[config.mk]
export PLATFORM = sky130hd
export DESIGN_NAME = mio_bus_arbiter_flat
export DESIGN_NICKNAME = d
export VERILOG_FILES = /design/src/rtl/mio_bus_arbiter_pkg.sv /design/src/rtl/mio_bus_arbiter_if.sv /design/src/rtl/mio_bus_arbiter_rr_arbiter2.sv /design/src/rtl/mio_bus_arbiter.sv /design/src/flat_wrapper.sv
export SDC_FILE = /design/constraint.sdc
export NUM_CORES = 1
export LEC_CHECK = 0
export BUFFER_PORTS_ARGS = -buffer_cell sky130_fd_sc_hd__buf_4
export CAP_MARGIN = 25
export CORE_AREA = 4 4 142 144
export CTS_CLUSTER_DIAMETER = 30
export CTS_CLUSTER_SIZE = 16
export DETAILED_ROUTE_END_ITERATION = 10
export DIE_AREA = 0 0 146 148
export GPL_TIMING_DRIVEN = 0
export PLACE_DENSITY_LB_ADDON = 0.2
export SLEW_MARGIN = 20
export SYNTH_ARGS = -nofsm -noshare
export SYNTH_HDL_FRONTEND = slang
export SYNTH_SLANG_ARGS = --single-unit
[constraint.sdc]
create_clock -name clk -period 5.8 [get_ports clk]
set_input_delay 0.29 -clock clk [delete_from_list [all_inputs] [get_ports clk]]
set_output_delay 0.29 -clock clk [all_outputs]
set_load 0.05 [all_outputs]
[src/rtl/mio_bus_arbiter_pkg.sv]
// Shared types and constants for the two-master MIO bus arbiter.
package mio_arb_pkg;

    typedef enum logic [1:0] {
        IDLE = 2'd0,
        REQ  = 2'd1,
        DONE = 2'd2
    } state_t;

    localparam logic M_CPU = 1'b0;
    localparam logic M_DBG = 1'b1;

    localparam int TIMEOUT_DEF = 16;
    localparam int TW_DEF      = 5;

endpackage

[src/rtl/mio_bus_arbiter_if.sv]
// Point-to-point MIO bus link between one initiator and one target.
interface mio_bus_if;
    logic [31:0] adr;
    logic [31:0] wdat;
    logic [31:0] rdat;
    logic        we;
    logic        stb;
    logic        ack;
    logic        err;

    // err only flows from the arbiter back to its masters; the peripheral never raises it.
    modport master (output adr, wdat, we, stb, input rdat, ack);
    modport slave  (input adr, wdat, we, stb, output rdat, ack, err);
endinterface

[src/rtl/mio_bus_arbiter_rr_arbiter2.sv]
// Two-way round-robin winner select; the last-served pointer lives with the caller.
module rr_arbiter2 (
    input  logic req0,
    input  logic req1,
    input  logic last_served,
    output logic grant,
    output logic valid
);
    always_comb begin
        valid = req0 | req1;
        if (req0 && req1) begin
            grant = ~last_served;
        end else begin
            grant = req1;
        end
    end
endmodule

[src/rtl/mio_bus_arbiter.sv]
// Two-master arbiter/sequencer for the MIO peripheral bus with registered strobe and timeout.
module mio_bus_arbiter
    import mio_arb_pkg::*;
#(
    parameter int TIMEOUT = TIMEOUT_DEF,
    parameter int TW      = TW_DEF
) (
    input  logic      clk,
    input  logic      rst,
    mio_bus_if.slave  m0,
    mio_bus_if.slave  m1,
    mio_bus_if.master s,
    output logic      owner,
    output logic      busy
);
    localparam logic [TW-1:0] CNT_LAST = TW'(TIMEOUT - 1);

    state_t        state_q, state_d;
    logic          owner_q, owner_d;
    logic          last_q, last_d;
    logic [TW-1:0] cnt_q, cnt_d;
    logic [31:0]   adr_q, adr_d, wdat_q, wdat_d;
    logic          we_q, we_d, stb_q, stb_d;
    logic [31:0]   m0_rdat_q, m0_rdat_d, m1_rdat_q, m1_rdat_d;
    logic          m0_ack_q, m0_ack_d, m1_ack_q, m1_ack_d;
    logic          m0_err_q, m0_err_d, m1_err_q, m1_err_d;
    logic          win, win_valid;

    rr_arbiter2 u_rr (
        .req0        (m0.stb),
        .req1        (m1.stb),
        .last_served (last_q),
        .grant       (win),
        .valid       (win_valid)
    );

    always_ff @(posedge clk or posedge rst) begin
        if (rst) begin
            state_q   <= IDLE;
            owner_q   <= M_CPU;
            last_q    <= M_DBG;
            cnt_q     <= '0;
            adr_q     <= '0;
            wdat_q    <= '0;
            we_q      <= 1'b0;
            stb_q     <= 1'b0;
            m0_rdat_q <= '0;
            m1_rdat_q <= '0;
            m0_ack_q  <= 1'b0;
            m1_ack_q  <= 1'b0;
            m0_err_q  <= 1'b0;
            m1_err_q  <= 1'b0;
        end else begin
            state_q   <= state_d;
            owner_q   <= owner_d;
            last_q    <= last_d;
            cnt_q     <= cnt_d;
            adr_q     <= adr_d;
            wdat_q    <= wdat_d;
            we_q      <= we_d;
            stb_q     <= stb_d;
            m0_rdat_q <= m0_rdat_d;
            m1_rdat_q <= m1_rdat_d;
            m0_ack_q  <= m0_ack_d;
            m1_ack_q  <= m1_ack_d;
            m0_err_q  <= m0_err_d;
            m1_err_q  <= m1_err_d;
        end
    end

    always_comb begin : next_state
        state_d = state_q;
        case (state_q)
            IDLE:    if (win_valid) state_d = REQ;
            REQ:     if (s.ack || cnt_q == CNT_LAST) state_d = DONE;
            DONE:    state_d = IDLE;
            default: state_d = IDLE;
        endcase
    end

    always_comb begin : outputs
        owner_d   = owner_q;
        last_d    = last_q;
        cnt_d     = cnt_q;
        adr_d     = adr_q;
        wdat_d    = wdat_q;
        we_d      = we_q;
        stb_d     = 1'b0;
        m0_rdat_d = m0_rdat_q;
        m1_rdat_d = m1_rdat_q;
        m0_ack_d  = 1'b0;
        m1_ack_d  = 1'b0;
        m0_err_d  = 1'b0;
        m1_err_d  = 1'b0;
        case (state_q)
            IDLE: begin
                if (win_valid) begin
                    owner_d = win;
                    adr_d   = (win == M_DBG) ? m1.adr  : m0.adr;
                    wdat_d  = (win == M_DBG) ? m1.wdat : m0.wdat;
                    we_d    = (win == M_DBG) ? m1.we   : m0.we;
                    stb_d   = 1'b1;
                    cnt_d   = '0;
                end
            end
            REQ: begin
                // Ack beats the timeout when both land on the same cycle.
                if (s.ack) begin
                    last_d = owner_q;
                    if (owner_q == M_DBG) begin
                        m1_rdat_d = s.rdat;
                        m1_ack_d  = 1'b1;
                    end else begin
                        m0_rdat_d = s.rdat;
                        m0_ack_d  = 1'b1;
                    end
                end else if (cnt_q == CNT_LAST) begin
                    last_d = owner_q;
                    if (owner_q == M_DBG) m1_err_d = 1'b1;
                    else                  m0_err_d = 1'b1;
                end else begin
                    stb_d = 1'b1;
                    cnt_d = cnt_q + 1'b1;
                end
            end
            default: ;
        endcase
    end

    assign s.adr   = adr_q;
    assign s.wdat  = wdat_q;
    assign s.we    = we_q;
    assign s.stb   = stb_q;
    assign m0.rdat = m0_rdat_q;
    assign m0.ack  = m0_ack_q;
    assign m0.err  = m0_err_q;
    assign m1.rdat = m1_rdat_q;
    assign m1.ack  = m1_ack_q;
    assign m1.err  = m1_err_q;
    assign owner   = owner_q;
    assign busy    = (state_q != IDLE);

endmodule

[src/flat_wrapper.sv]
// flat-port wrapper written by rule: the top's interface ports become plain ports
module mio_bus_arbiter_flat import mio_arb_pkg::*;
#(
    parameter int TIMEOUT = TIMEOUT_DEF,
    parameter int TW      = TW_DEF
)
  (clk, rst, owner, busy, m0_adr, m0_wdat, m0_we, m0_stb, m0_rdat, m0_ack, m0_err, m1_adr, m1_wdat, m1_we, m1_stb, m1_rdat, m1_ack, m1_err, s_adr, s_wdat, s_we, s_stb, s_rdat, s_ack);
  mio_bus_if m0_i ();
  mio_bus_if m1_i ();
  mio_bus_if s_i ();
  input  logic clk;
  input  logic rst;
  output logic owner;
  output logic busy;
  input wire logic [$bits(m0_i.adr)-1:0] m0_adr;
  input wire logic [$bits(m0_i.wdat)-1:0] m0_wdat;
  input wire logic [$bits(m0_i.we)-1:0] m0_we;
  input wire logic [$bits(m0_i.stb)-1:0] m0_stb;
  output wire logic [$bits(m0_i.rdat)-1:0] m0_rdat;
  output wire logic [$bits(m0_i.ack)-1:0] m0_ack;
  output wire logic [$bits(m0_i.err)-1:0] m0_err;
  input wire logic [$bits(m1_i.adr)-1:0] m1_adr;
  input wire logic [$bits(m1_i.wdat)-1:0] m1_wdat;
  input wire logic [$bits(m1_i.we)-1:0] m1_we;
  input wire logic [$bits(m1_i.stb)-1:0] m1_stb;
  output wire logic [$bits(m1_i.rdat)-1:0] m1_rdat;
  output wire logic [$bits(m1_i.ack)-1:0] m1_ack;
  output wire logic [$bits(m1_i.err)-1:0] m1_err;
  output wire logic [$bits(s_i.adr)-1:0] s_adr;
  output wire logic [$bits(s_i.wdat)-1:0] s_wdat;
  output wire logic [$bits(s_i.we)-1:0] s_we;
  output wire logic [$bits(s_i.stb)-1:0] s_stb;
  input wire logic [$bits(s_i.rdat)-1:0] s_rdat;
  input wire logic [$bits(s_i.ack)-1:0] s_ack;
  assign m0_i.adr = m0_adr;
  assign m0_i.wdat = m0_wdat;
  assign m0_i.we = m0_we;
  assign m0_i.stb = m0_stb;
  assign m0_rdat = m0_i.rdat;
  assign m0_ack = m0_i.ack;
  assign m0_err = m0_i.err;
  assign m1_i.adr = m1_adr;
  assign m1_i.wdat = m1_wdat;
  assign m1_i.we = m1_we;
  assign m1_i.stb = m1_stb;
  assign m1_rdat = m1_i.rdat;
  assign m1_ack = m1_i.ack;
  assign m1_err = m1_i.err;
  assign s_adr = s_i.adr;
  assign s_wdat = s_i.wdat;
  assign s_we = s_i.we;
  assign s_stb = s_i.stb;
  assign s_i.rdat = s_rdat;
  assign s_i.ack = s_ack;
  mio_bus_arbiter #(.TIMEOUT(TIMEOUT), .TW(TW)) u_core (.clk(clk), .rst(rst), .m0(m0_i), .m1(m1_i), .s(s_i), .owner(owner), .busy(busy));
endmodule
After elaboration in Yosys (flattened, before gate mapping)
Index checks and enable logic that the tools add are counted.

Bits in registers: 143. Bits of input ports: 167. Word-level logic and storage cells: 65. Output and inout bits: 136.

Bitwise gates (word level): 3. Reduce and logical (&&, ||, !) cells: 12. Add/subtract/negate cells: 1. Eq/ne operators: 6. Muxes and demuxes: 29.

Operators by type and width (count): $mux W32 (2); $mux W1 (19); $mux W5 (3); $pmux W5 S2 (1); $ne A2 B2 Y1 const B (3); $reduce_and A2 Y1 (3); $reduce_and A3 Y1 (2); $reduce_bool A2 Y1 (3); $add A5 B1 Y5 const B (1); $eq A5 B4 Y1 const B (1); $mux W2 (2); $pmux W2 S2 (1); $reduce_and A4 Y1 (1); $eq A2 B1 Y1 const B (1); $logic_not A2 Y1 (1); $ne A2 B1 Y1 const B (1); $not A1 Y1 (2); $pmux W1 S2 (1); $logic_and A1 B1 Y1 (1); $logic_or A1 B1 Y1 (1); $or A1 B1 Y1 (1).

Longest topological paths before layout
Gate-level depths: netlist of run 1.

Depth after elaboration: 4. Depth in mapped cells: 6. Depth with buffers taken out: 6.

Hierarchy
A second synthesis of run 1 with hierarchy kept.

Cells, all modules: 476. Area total of the unflattened synthesis: 5970.7 µm².

Modules (own cells, without submodules): mio_bus_arbiter (cells an instance 474, area an instance 5957.0 µm², instances 1, seq. area each 3579.7 µm²); rr_arbiter2 (cells an instance 2, area an instance 13.8 µm², instances 1, seq. area each 0.0 µm²).

Least setup slack after synthesis of run 1
OpenSTA, ideal clock, no wires.

Kind: reg-to-reg. Start: register u_core.cnt_q[0]. End: register u_core.cnt_q[3]. Period minus slack after synthesis: 2016 ps. Slack: 3784 ps. Required time: 5723 ps. Stages on the path, launching flop included: 7. Path buffers: 0. Library setup time: 77 ps. Arrival time: 1938 ps. Cell sequence: dfrtp_1 > ha_1 > and3_1 > ha_1 > or4b_4 > or3_1 > a21oi_1.

Longest elaborated chain between the ends: 4. Elaborated cells between the ends (all ways): 7. Classes of those cells: 1 x add/sub; 2 x eq/ne; 3 x mux; 1 x reduce/logical.

RTL lines: from (decl) (line mio_bus_arbiter.sv:21) `logic [TW-1:0] cnt_q, cnt_d;`; from (signal assigned) (line mio_bus_arbiter.sv:57) `cnt_q <= cnt_d;`; $add A5 B1 Y5 (line mio_bus_arbiter.sv:123) `cnt_d = cnt_q + 1'b1;`; $mux W5 (line mio_bus_arbiter.sv:117) `end else if (cnt_q == CNT_LAST) begin`; $mux W5 (line mio_bus_arbiter.sv:108) `if (s.ack) begin`; $pmux W5 S2 (line mio_bus_arbiter.sv:95) `case (state_q)`.

Parallel ways exist; a longest one is shown, timed or not. The select of a mux whose other input is x is not followed. A chain may end at the register's enable or synchronous reset.

Final worst setup path of run 1
Same ends and word-level chain as after synthesis.

==> flow_summary.html, run 1 <==
<table>
<tr><th>Metric</th><th>Value</th></tr>
<tr><th colspan="2">Status</th></tr>
<tr><td>Run status</td><td>completed</td></tr>
<tr><th colspan="2">Final layout</th></tr>
<tr><td>Final Cell Area</td><td>between 9000 and 10000 sq um</td></tr>
<tr><td>Final Util</td><td>0.517</td></tr>
<tr><td>Fraction of final layout cells sized beyond drive strength 1</td><td>0.748</td></tr>
<tr><td>Footprint of the multi-input gates</td><td>~2700 sq um</td></tr>
<tr><td>Final Net Count</td><td>891</td></tr>
<tr><td>Sequential Area</td><td>between 3000 and 4000 sq um</td></tr>
<tr><td>Layout overhead on the synthesized area</td><td>48.7%</td></tr>
<tr><td>Antenna diode instance count</td><td>0</td></tr>
<tr><td>Filler cell count in the final layout</td><td>1649</td></tr>
<tr><td>Fin cells</td><td>around 970</td></tr>
<tr><th colspan="2">Global route</th></tr>
<tr><td>Total congestion overflow after global routing</td><td>0</td></tr>
<tr><td>Met2 track utilization from global routing</td><td>0.269</td></tr>
<tr><td>Met3 demand-to-capacity share in global routing</td><td>0.0595</td></tr>
<tr><td>Global-route wire length before repair</td><td>26700 um</td></tr>
<tr><td>Highest-utilization routing layer at the global route stage</td><td>met2</td></tr>
<tr><td>Global router's overall resource usage</td><td>0.155</td></tr>
<tr><td>Vias in the first global route</td><td>just over 5000</td></tr>
<tr><td>Maximum number of pins on one net before global-route repair</td><td>85</td></tr>
<tr><td>Number of antenna violations at the first check in global routing</td><td>0</td></tr>
<tr><td>Met1 GRT Util</td><td>0.175</td></tr>
<tr><th colspan="2">Synth</th></tr>
<tr><td>Syn nets</td><td>about 570</td></tr>
<tr><td>Post-synthesis cell area</td><td>around 6500 sq um</td></tr>
<tr><td>Adder-cell share of the synthesized area</td><td>0.00577</td></tr>
<tr><td>Count of flip-flops with a built-in enable after synthesis</td><td>0</td></tr>
<tr><td>Cell accounting for the most synthesized area</td><td>sky130_fd_sc_hd__dfrtp_1</td></tr>
<tr><td>Dominant register cell in the synthesized netlist</td><td>sky130_fd_sc_hd__dfrtp_1</td></tr>
<tr><td>Synth Area in Compound Gates</td><td>0.0104</td></tr>
<tr><td>Syn avg cell area</td><td>approximately 16 sq um</td></tr>
<tr><td>Count leader, synth</td><td>sky130_fd_sc_hd__dfrtp_1</td></tr>
<tr><td>Dominant cells by area after synthesis</td><td>sky130_fd_sc_hd__dfrtp_1, sky130_fd_sc_hd__mux2_2, sky130_fd_sc_hd__mux2_4, sky130_fd_sc_hd__buf_6, sky130_fd_sc_hd__mux2_1</td></tr>
<tr><td>Area share of and/or/nand/nor cells after synthesis</td><td>0.0171</td></tr>
<tr><td>Yosys warns</td><td>0</td></tr>
<tr><td>Post-Synth XOR/XNOR Area</td><td>0</td></tr>
<tr><td>Fraction of registers with async set/reset</td><td>1.00</td></tr>
<tr><td>FF+latch count, synth</td><td>~140</td></tr>
<tr><td>Number of library cell types mapped by synthesis</td><td>31</td></tr>
<tr><td>Post-synthesis cell count</td><td>~400</td></tr>
<tr><td>Top cells by instance count after synthesis</td><td>sky130_fd_sc_hd__dfrtp_1, sky130_fd_sc_hd__mux2_2, sky130_fd_sc_hd__mux2_4, sky130_fd_sc_hd__buf_6</td></tr>
<tr><td>Dominant combinational cell family by area after synthesis</td><td>multiplexers</td></tr>
<tr><td>Top cell type's share of synthesized area</td><td>0.547</td></tr>
<tr><td>Mux cell area share after synthesis</td><td>0.386</td></tr>
<tr><td>Portion of the post-synthesis area used by sequential elements</td><td>0.551</td></tr>
<tr><th colspan="2">Place</th></tr>
<tr><td>Pre-CTS setup slack</td><td>between 3 and 4 ns</td></tr>
<tr><td>Detailed-placement wirelength estimate</td><td>13200 um</td></tr>
<tr><td>Instance area at placement</td><td>between 9000 and 10000 sq um</td></tr>
<tr><td>Number of cells after detailed placement</td><td>935</td></tr>
<tr><td>IO Port Bufs</td><td>302</td></tr>
<tr><td>Final RePlAce weighted congestion</td><td>between 0.7 and 0.8</td></tr>
<tr><th colspan="2">Routing</th></tr>
<tr><td>Post-Route WL</td><td>16700 um</td></tr>
<tr><td>Wire per inst</td><td>~17 um</td></tr>
<tr><td>DRC</td><td>0</td></tr>
<tr><td>Overall via count from detail_route</td><td>roughly 4500</td></tr>
<tr><td>Detail-routed via count per cell</td><td>around 4.6</td></tr>
<tr><td>Iteration-0 DRC count of the detailed router</td><td>between 100 and 150</td></tr>
<tr><td>1st-pass router iterations</td><td>4</td></tr>
<tr><td>Number of nets with antenna violations after routing</td><td>0</td></tr>
<tr><th colspan="2">STA</th></tr>
<tr><td>Total Neg Setup Slack</td><td>0 ns</td></tr>
<tr><td>Share of the cycle needed by the critical path after routing</td><td>0.371</td></tr>
<tr><td>Achievable frequency</td><td>approximately 460 MHz</td></tr>
<tr><td>Worst slew pin tran</td><td>between 0.4 and 0.5 ns</td></tr>
<tr><td>Max-slew violations</td><td>0</td></tr>
<tr><td>Worst Slack Setup Final</td><td>between 3 and 4 ns</td></tr>
<tr><td>Final Hold Violating Endpoints</td><td>0</td></tr>
<tr><td>Clock Skews</td><td>~0.0099 ns</td></tr>
<tr><td>Tmin final</td><td>about 2.2 ns</td></tr>
<tr><td>Unrepaired setup endpoints after global routing</td><td>no</td></tr>
<tr><td>Final worst hold slack</td><td>0.110 ns</td></tr>
<tr><td>Remaining max-slew budget at the tightest pin</td><td>0.706</td></tr>
<tr><td>Number of endpoints failing setup at the final stage</td><td>0</td></tr>
<tr><th colspan="2">Pwr</th></tr>
<tr><td>Internal portion of total power</td><td>roughly 3.5 mW</td></tr>
<tr><td>Sw Ratio</td><td>0.470</td></tr>
<tr><td>PnR Total Power</td><td>about 6.6 mW</td></tr>
<tr><td>Logic pwr share</td><td>0.575</td></tr>
<tr><td>Static leakage</td><td>around 4.8 nW</td></tr>
<tr><td>Sw Pwr</td><td>3.09 mW</td></tr>
<tr><td>Share of power burned in the clock network</td><td>0.155</td></tr>
<tr><td>Worst IR Drop VDD</td><td>between 0.0002 and 0.0003 V</td></tr>
<tr><td>Proportion of power drawn by flip-flops and latches</td><td>0.270</td></tr>
<tr><td>Total power divided by cell area</td><td>~680 nW/um^2</td></tr>
<tr><th colspan="2">Clock tree</th></tr>
<tr><td>Number of H-tree levels</td><td>4</td></tr>
<tr><td>Clock transition at the registers of the reported paths</td><td>roughly 0.06 ns</td></tr>
<tr><td>Post-CTS repair timing setup buffer count</td><td>0</td></tr>
<tr><td>Buffer levels on the longest clock path</td><td>2</td></tr>
<tr><td>Clk sink count</td><td>around 140</td></tr>
<tr><td>Number of buffers created by CTS</td><td>17</td></tr>
<tr><td>Worst skew pair latency</td><td>0.41 ns</td></tr>
<tr><td>CTS root buffer</td><td>sky130_fd_sc_hd__clkbuf_16</td></tr>
<tr><td>TritonCTS clock tree</td><td>yes</td></tr>
<tr><th colspan="2">Floorplan</th></tr>
<tr><td>Area of the die</td><td>21600 sq um</td></tr>
<tr><td>Rows</td><td>50</td></tr>
<tr><td>Initial core utilization</td><td>0.347</td></tr>
<tr><td>Width of the chip</td><td>about 150 um</td></tr>
<tr><td>Area of the placeable core</td><td>18700 sq um</td></tr>
<tr><td>I/O pins</td><td>303</td></tr>
<tr><td>Die boundary height</td><td>approximately 150 um</td></tr>
<tr><th colspan="2">Critical path</th></tr>
<tr><td>Element type at the critical path end</td><td>register</td></tr>
<tr><td>Critical path required time</td><td>roughly 6.1 ns</td></tr>
<tr><td>Arrival time of the worst setup path</td><td>between 2 and 2.5 ns</td></tr>
<tr><td>Critical-path maximum fanout</td><td>5</td></tr>
<tr><td>Type of the worst setup path</td><td>reg2reg</td></tr>
<tr><td>Startpoint Class</td><td>register</td></tr>
<tr><th colspan="2">Worst hold path</th></tr>
<tr><td>Hold crit path type</td><td>in2reg</td></tr>
<tr><th colspan="2">Flow run</th></tr>
<tr><td>Max_cap viols</td><td>0</td></tr>
</table>
-- layer usage --
layer / vias to the layer above / routed length [um]
met1: 2179 / 6480
li1: 2068 / -
met2: 200 / 8480
met5: - / 0
met3: 22 / 1520
met4: 0 / 265
-- final timing paths --
kind	startpoint	cells after the start	to	slack, ns
max	u_core.cnt_q[0]	6	u_core.cnt_q[3]	3.65
min	s_rdat[15]	2	u_core.m0.rdat[15]	0.11
max reg2reg	u_core.cnt_q[0]	6	u_core.cnt_q[3]	3.65
min reg2reg	u_core.m0.rdat[19]	1	u_core.m0.rdat[19]	0.49
max in group asynchronous	rst	4	u_core.last_q	4.55
min in group asynchronous	rst	3	u_core.s.wdat[27]	0.46
-- placed cells by master (no fill, tap or decap), types with 2 or more instances in the layout --
cell                         netlist  routed
sky130_fd_sc_hd__nor2_1            2       2
sky130_fd_sc_hd__inv_1             4       3
sky130_fd_sc_hd__ha_1              3       3
sky130_fd_sc_hd__inv_6             0       6
sky130_fd_sc_hd__nand3_1           2       2
sky130_fd_sc_hd__mux2_2          108     108
sky130_fd_sc_hd__inv_8             0       3
sky130_fd_sc_hd__buf_4             3     305
sky130_fd_sc_hd__o21ai_0           6       6
sky130_fd_sc_hd__clkbuf_16         0      17
sky130_fd_sc_hd__mux2_1            9       9
sky130_fd_sc_hd__mux2_4           78      78
sky130_fd_sc_hd__buf_2             9       9
sky130_fd_sc_hd__clkinvlp_4        0       4
sky130_fd_sc_hd__nand2_1           3       3
sky130_fd_sc_hd__mux2i_1           2       2
sky130_fd_sc_hd__buf_6            10      10
sky130_fd_sc_hd__dfrtp_1         142     142
-- power by group through the flow --
| stage | sequential (mW) | clock (mW) | combinational [mW] |
|---|---|---|---|
| after floorplan | 3.41 | 0 | 1.03 |
| after global placement | 1.76 | 0 | 3.79 |
| after detailed placement | 1.78 | 0 | 3.84 |
| after CTS | 1.78 | 1.06 | 3.83 |
| after global routing | 1.85 | 1.10 | 3.95 |
| final | 1.77 | 1.02 | 3.78 |
-- repair_timing --
action | CTS | global route
setup endpoints to repair | 0 | 0
resized for setup | 0 | 0
endpoints found under the hold margin | 59 | 0
hold buffers | 1 | 0
-- flip-flops by register name (all words and copies together) (netlist names) --
signal / count
u_core.s.adr: 32
u_core.s.stb: 1
u_core.owner: 1
u_core.m0.rdat: 32
u_core.last_q: 1
u_core.m0.err: 1
u_core.m1.ack: 1
u_core.s.we: 1
u_core.m1.err: 1
u_core.m1.rdat: 32
u_core.m0.ack: 1
u_core.s.wdat: 32
u_core.cnt_q: 5
u_core.state_q: 2
-- cell type report --
| class | instances | area share |
|---|---|---|
| sequential | 143 | 0.370 |
| multi-input combinational | 229 | 0.282 |
| timing repair buffer | 304 | 0.239 |
| clock buffer | 18 | 0.0454 |
| tap | 234 | 0.0303 |
| buffer | 22 | 0.0186 |
| clock inverter | 14 | 0.0123 |
| inverter | 4 | 0.00233 |
-- worst max-delay path: stages, from the launching register on --
cell	delay, ns
sky130_fd_sc_hd__dfrtp_1	0.41
sky130_fd_sc_hd__ha_1	0.22
sky130_fd_sc_hd__and3_1	0.20
sky130_fd_sc_hd__ha_1	0.23
sky130_fd_sc_hd__or4b_4	0.52
sky130_fd_sc_hd__or3_1	0.37
sky130_fd_sc_hd__a21oi_1	0.13
-- kinds of logic (layout without fill, tap and decap cells) --
family,count (synthesis),count (layout)
mux,197,197
flops,143,143
buf+inv,26,362
simple gates,18,18
compound gates,11,11
fa+ha+maj,3,3
Power figures use the tool's default switching activity.
==> run 2, diff against run 1 <==
- clock period: 5.8 -> 1.9 ns (I/O delays scaled with it)
==> flow_summary.html, run 2 (synthesized netlist as in run 1, its figures left out) <==
<table>
<tr><th>Metric</th><th>Value</th></tr>
<tr><th colspan="2">Pwr</th></tr>
<tr><td>Static leakage</td><td>between 4 and 5 nW</td></tr>
<tr><td>Worst IR Drop VDD</td><td>~0.00098 V</td></tr>
<tr><td>Internal portion of total power</td><td>11.2 mW</td></tr>
<tr><td>Sw Pwr</td><td>between 9 and 10 mW</td></tr>
<tr><td>PnR Total Power</td><td>approximately 20 mW</td></tr>
<tr><td>Logic pwr share</td><td>0.567</td></tr>
<tr><td>Total power divided by cell area</td><td>just over 2000 nW/um^2</td></tr>
<tr><td>Share of power burned in the clock network</td><td>0.169</td></tr>
<tr><td>Proportion of power drawn by flip-flops and latches</td><td>0.264</td></tr>
<tr><td>Sw Ratio</td><td>0.457</td></tr>
<tr><th colspan="2">Routing</th></tr>
<tr><td>Detail-routed via count per cell</td><td>roughly 4.6</td></tr>
<tr><td>Iteration-0 DRC count of the detailed router</td><td>114</td></tr>
<tr><td>Post-Route WL</td><td>~17000 um</td></tr>
<tr><td>DRC</td><td>0</td></tr>
<tr><td>Number of nets with antenna violations after routing</td><td>0</td></tr>
<tr><td>Overall via count from detail_route</td><td>between 4000 and 5000</td></tr>
<tr><td>Wire per inst</td><td>about 17 um</td></tr>
<tr><td>1st-pass router iterations</td><td>3</td></tr>
<tr><th colspan="2">STA</th></tr>
<tr><td>Share of the cycle needed by the critical path after routing</td><td>1.04</td></tr>
<tr><td>Achievable frequency</td><td>508 MHz</td></tr>
<tr><td>Remaining max-slew budget at the tightest pin</td><td>0.597</td></tr>
<tr><td>Worst Slack Setup Final</td><td>-0.0676 ns</td></tr>
<tr><td>Clock Skews</td><td>~0.0090 ns</td></tr>
<tr><td>Tmin final</td><td>~2 ns</td></tr>
<tr><td>Final Hold Violating Endpoints</td><td>0</td></tr>
<tr><td>Max-slew violations</td><td>0</td></tr>
<tr><td>Total Neg Setup Slack</td><td>-0.0676 ns</td></tr>
<tr><td>Unrepaired setup endpoints after global routing</td><td>yes</td></tr>
<tr><td>Worst slew pin tran</td><td>between 0.6 and 0.7 ns</td></tr>
<tr><td>Number of endpoints failing setup at the final stage</td><td>1</td></tr>
<tr><th colspan="2">Global route</th></tr>
<tr><td>Global-route wire length before repair</td><td>approximately 27000 um</td></tr>
<tr><td>Vias in the first global route</td><td>5130</td></tr>
<tr><td>Global router's overall resource usage</td><td>0.156</td></tr>
<tr><td>Number of antenna violations at the first check in global routing</td><td>0</td></tr>
<tr><td>Total congestion overflow after global routing</td><td>0</td></tr>
<tr><td>Maximum number of pins on one net before global-route repair</td><td>36</td></tr>
<tr><th colspan="2">Critical path</th></tr>
<tr><td>Type of the worst setup path</td><td>reg2reg</td></tr>
<tr><td>Crit path buf inv count</td><td>0</td></tr>
<tr><td>Worst setup slack for register-to-register paths</td><td>-0.07 ns</td></tr>
<tr><td>Startpoint Class</td><td>register</td></tr>
<tr><td>CP top delay family</td><td>simple AND/OR/NAND/NOR gates</td></tr>
<tr><td>Critical path cell sequence</td><td>ha_2, and3_4, ha_4, or4b_4, or3_4, a21oi_2</td></tr>
<tr><td>Cell type of the slowest stage on the worst timing path</td><td>sky130_fd_sc_hd__or4b_4</td></tr>
<tr><td>Critical path required time</td><td>between 2 and 2.5 ns</td></tr>
<tr><td>Count of cells along the worst register-to-register path</td><td>6</td></tr>
<tr><td>Critical-path maximum fanout</td><td>5</td></tr>
<tr><td>Largest stage delay on the critical path</td><td>around 0.51 ns</td></tr>
<tr><td>Arrival time of the worst setup path</td><td>around 2.3 ns</td></tr>
<tr><td>Element type at the critical path end</td><td>register</td></tr>
<tr><td>Start of the worst register-to-register path</td><td>u_core.cnt_q[1]</td></tr>
<tr><td>Worst setup path endpoint</td><td>u_core.cnt_q[3]</td></tr>
<tr><td>Stages on worst setup path</td><td>6</td></tr>
<tr><td>Worst R2R End</td><td>u_core.cnt_q[3]</td></tr>
<tr><td>CP Launch Point</td><td>u_core.cnt_q[1]</td></tr>
<tr><th colspan="2">Floorplan</th></tr>
<tr><td>I/O pins</td><td>~300</td></tr>
<tr><td>Rows</td><td>50</td></tr>
<tr><td>Initial core utilization</td><td>0.347</td></tr>
<tr><td>Width of the chip</td><td>146 um</td></tr>
<tr><td>Die boundary height</td><td>roughly 150 um</td></tr>
<tr><td>Area of the die</td><td>~22000 sq um</td></tr>
<tr><td>Area of the placeable core</td><td>~19000 sq um</td></tr>
<tr><th colspan="2">Clock tree</th></tr>
<tr><td>Clock transition at the registers of the reported paths</td><td>around 0.060 ns</td></tr>
<tr><td>TritonCTS clock tree</td><td>yes</td></tr>
<tr><td>Buffer levels on the longest clock path</td><td>2</td></tr>
<tr><td>Number of H-tree levels</td><td>4</td></tr>
<tr><td>Number of buffers created by CTS</td><td>17</td></tr>
<tr><td>Worst skew pair latency</td><td>0.41 ns</td></tr>
<tr><td>CTS root buffer</td><td>sky130_fd_sc_hd__clkbuf_16</td></tr>
<tr><td>Clk sink count</td><td>143</td></tr>
<tr><th colspan="2">Place</th></tr>
<tr><td>Pre-CTS setup slack</td><td>-0.124 ns</td></tr>
<tr><td>Instance area at placement</td><td>between 9000 and 10000 sq um</td></tr>
<tr><td>Final RePlAce weighted congestion</td><td>0.787</td></tr>
<tr><td>Number of cells after detailed placement</td><td>roughly 940</td></tr>
<tr><td>IO Port Bufs</td><td>approximately 300</td></tr>
<tr><td>Detailed-placement wirelength estimate</td><td>~13000 um</td></tr>
<tr><th colspan="2">Worst hold path</th></tr>
<tr><td>Hold crit path type</td><td>in2reg</td></tr>
<tr><th colspan="2">Status</th></tr>
<tr><td>Violated checks</td><td>setup timing</td></tr>
<tr><td>Run status</td><td>finished, violations left</td></tr>
<tr><th colspan="2">Final layout</th></tr>
<tr><td>Footprint of the multi-input gates</td><td>2750 sq um</td></tr>
<tr><td>Filler cell count in the final layout</td><td>between 1500 and 2000</td></tr>
<tr><td>Final Cell Area</td><td>roughly 10000 sq um</td></tr>
<tr><td>Sequential Area</td><td>~3600 sq um</td></tr>
<tr><td>Most frequent cells in the layout</td><td>sky130_fd_sc_hd__buf_4, sky130_fd_sc_hd__dfrtp_1, sky130_fd_sc_hd__mux2_2</td></tr>
<tr><td>Fin cells</td><td>1005</td></tr>
<tr><td>Most common cell after layout, fill and taps aside</td><td>sky130_fd_sc_hd__buf_4</td></tr>
<tr><td>Layout overhead on the synthesized area</td><td>56.1%</td></tr>
<tr><td>Final Net Count</td><td>just over 900</td></tr>
<tr><td>Antenna diode instance count</td><td>0</td></tr>
<tr><td>Fraction of final layout cells sized beyond drive strength 1</td><td>0.722</td></tr>
<tr><th colspan="2">Flow run</th></tr>
<tr><td>Max_cap viols</td><td>0</td></tr>
</table>
==> run 2: cell count changes in the layout (fill, tap and decap cells not counted), moves of 2 or more <==
cell                            delta
sky130_fd_sc_hd__bufinv_16         +4
sky130_fd_sc_hd__buf_4             +2
sky130_fd_sc_hd__dlygate4sd3_1    +33
sky130_fd_sc_hd__inv_8             -3
sky130_fd_sc_hd__inv_6             -5
sky130_fd_sc_hd__buf_12            +4
sky130_fd_sc_hd__clkinv_4          +3
sky130_fd_sc_hd__ha_1              -2
==> run 2: layout make-up <==
type | count | share of cell area
repair buffers | 342 | 0.266
flip-flops and latches | 143 | 0.353
well taps | 234 | 0.0289
multi-input cells | 229 | 0.271
clock inverters | 13 | 0.0186
inverters | 4 | 0.00185
clock buffers | 18 | 0.0423
plain buffers | 22 | 0.0178
==> run 2: through the flow <==
step / hold slack (ns) / utilization
finish: 0.0388 / 0.542
global route: 0.0115 / 0.542
CTS: 0.0164 / 0.542
detailed placement: 0.204 / 0.489
global placement: 0.321 / 0.485
floorplan: 0.230 / -
==> run 2: layer usage <==
metal	vias up	track usage	share of wire
met5	-	0	0
met4	0	0.0499	0.012
met3	14	0.0546	0.081
met2	188	0.271	0.51
met1	2256	0.180	0.39
li1	2145	-	-
==> run 2: what timing repair did <==
item | CTS | global route
hold buffers | 34 | 0
endpoints found under the hold margin | 88 | 0
pin swaps | 1 | 0
gates resized for setup | 2 | 1
endpoints found under the setup margin | 3 | 4
buffers inserted | 2 | 0
==> run 2: tightest hold or removal path, delay by kind of cell <==
kind | cells | cell delay (ns)
mux | 2 | 0.24
buf+inv | 1 | 0.08
==> run 2: power groups by stage <==
stage	sequential, mW	combinational, mW	clock, mW
6_report	5.42	11.7	3.47
5_1_grt	5.62	12.1	3.73
4_1_cts	5.44	11.8	3.57
3_5_place_dp	5.47	11.7	0
3_3_place_gp	5.41	11.5	0
2_1_floorplan	10.4	3.14	0
==> run 2: how the worst min path moves through the flow <==
stage               start                 end  slack [ns]  cells after the start
6_report       m0_adr[23]    u_core.s.adr[23]        0.04                      3
2_1_floorplan  s_rdat[11]  u_core.m0.rdat[11]        0.23                      1
5_1_grt         m1_adr[2]     u_core.s.adr[2]        0.01                      3
3_5_place_dp          rst    u_core.s.adr[31]        0.20                      2
4_1_cts         m1_adr[2]     u_core.s.adr[2]        0.02                      3
3_3_place_gp   s_rdat[12]  u_core.m0.rdat[12]        0.32                      2
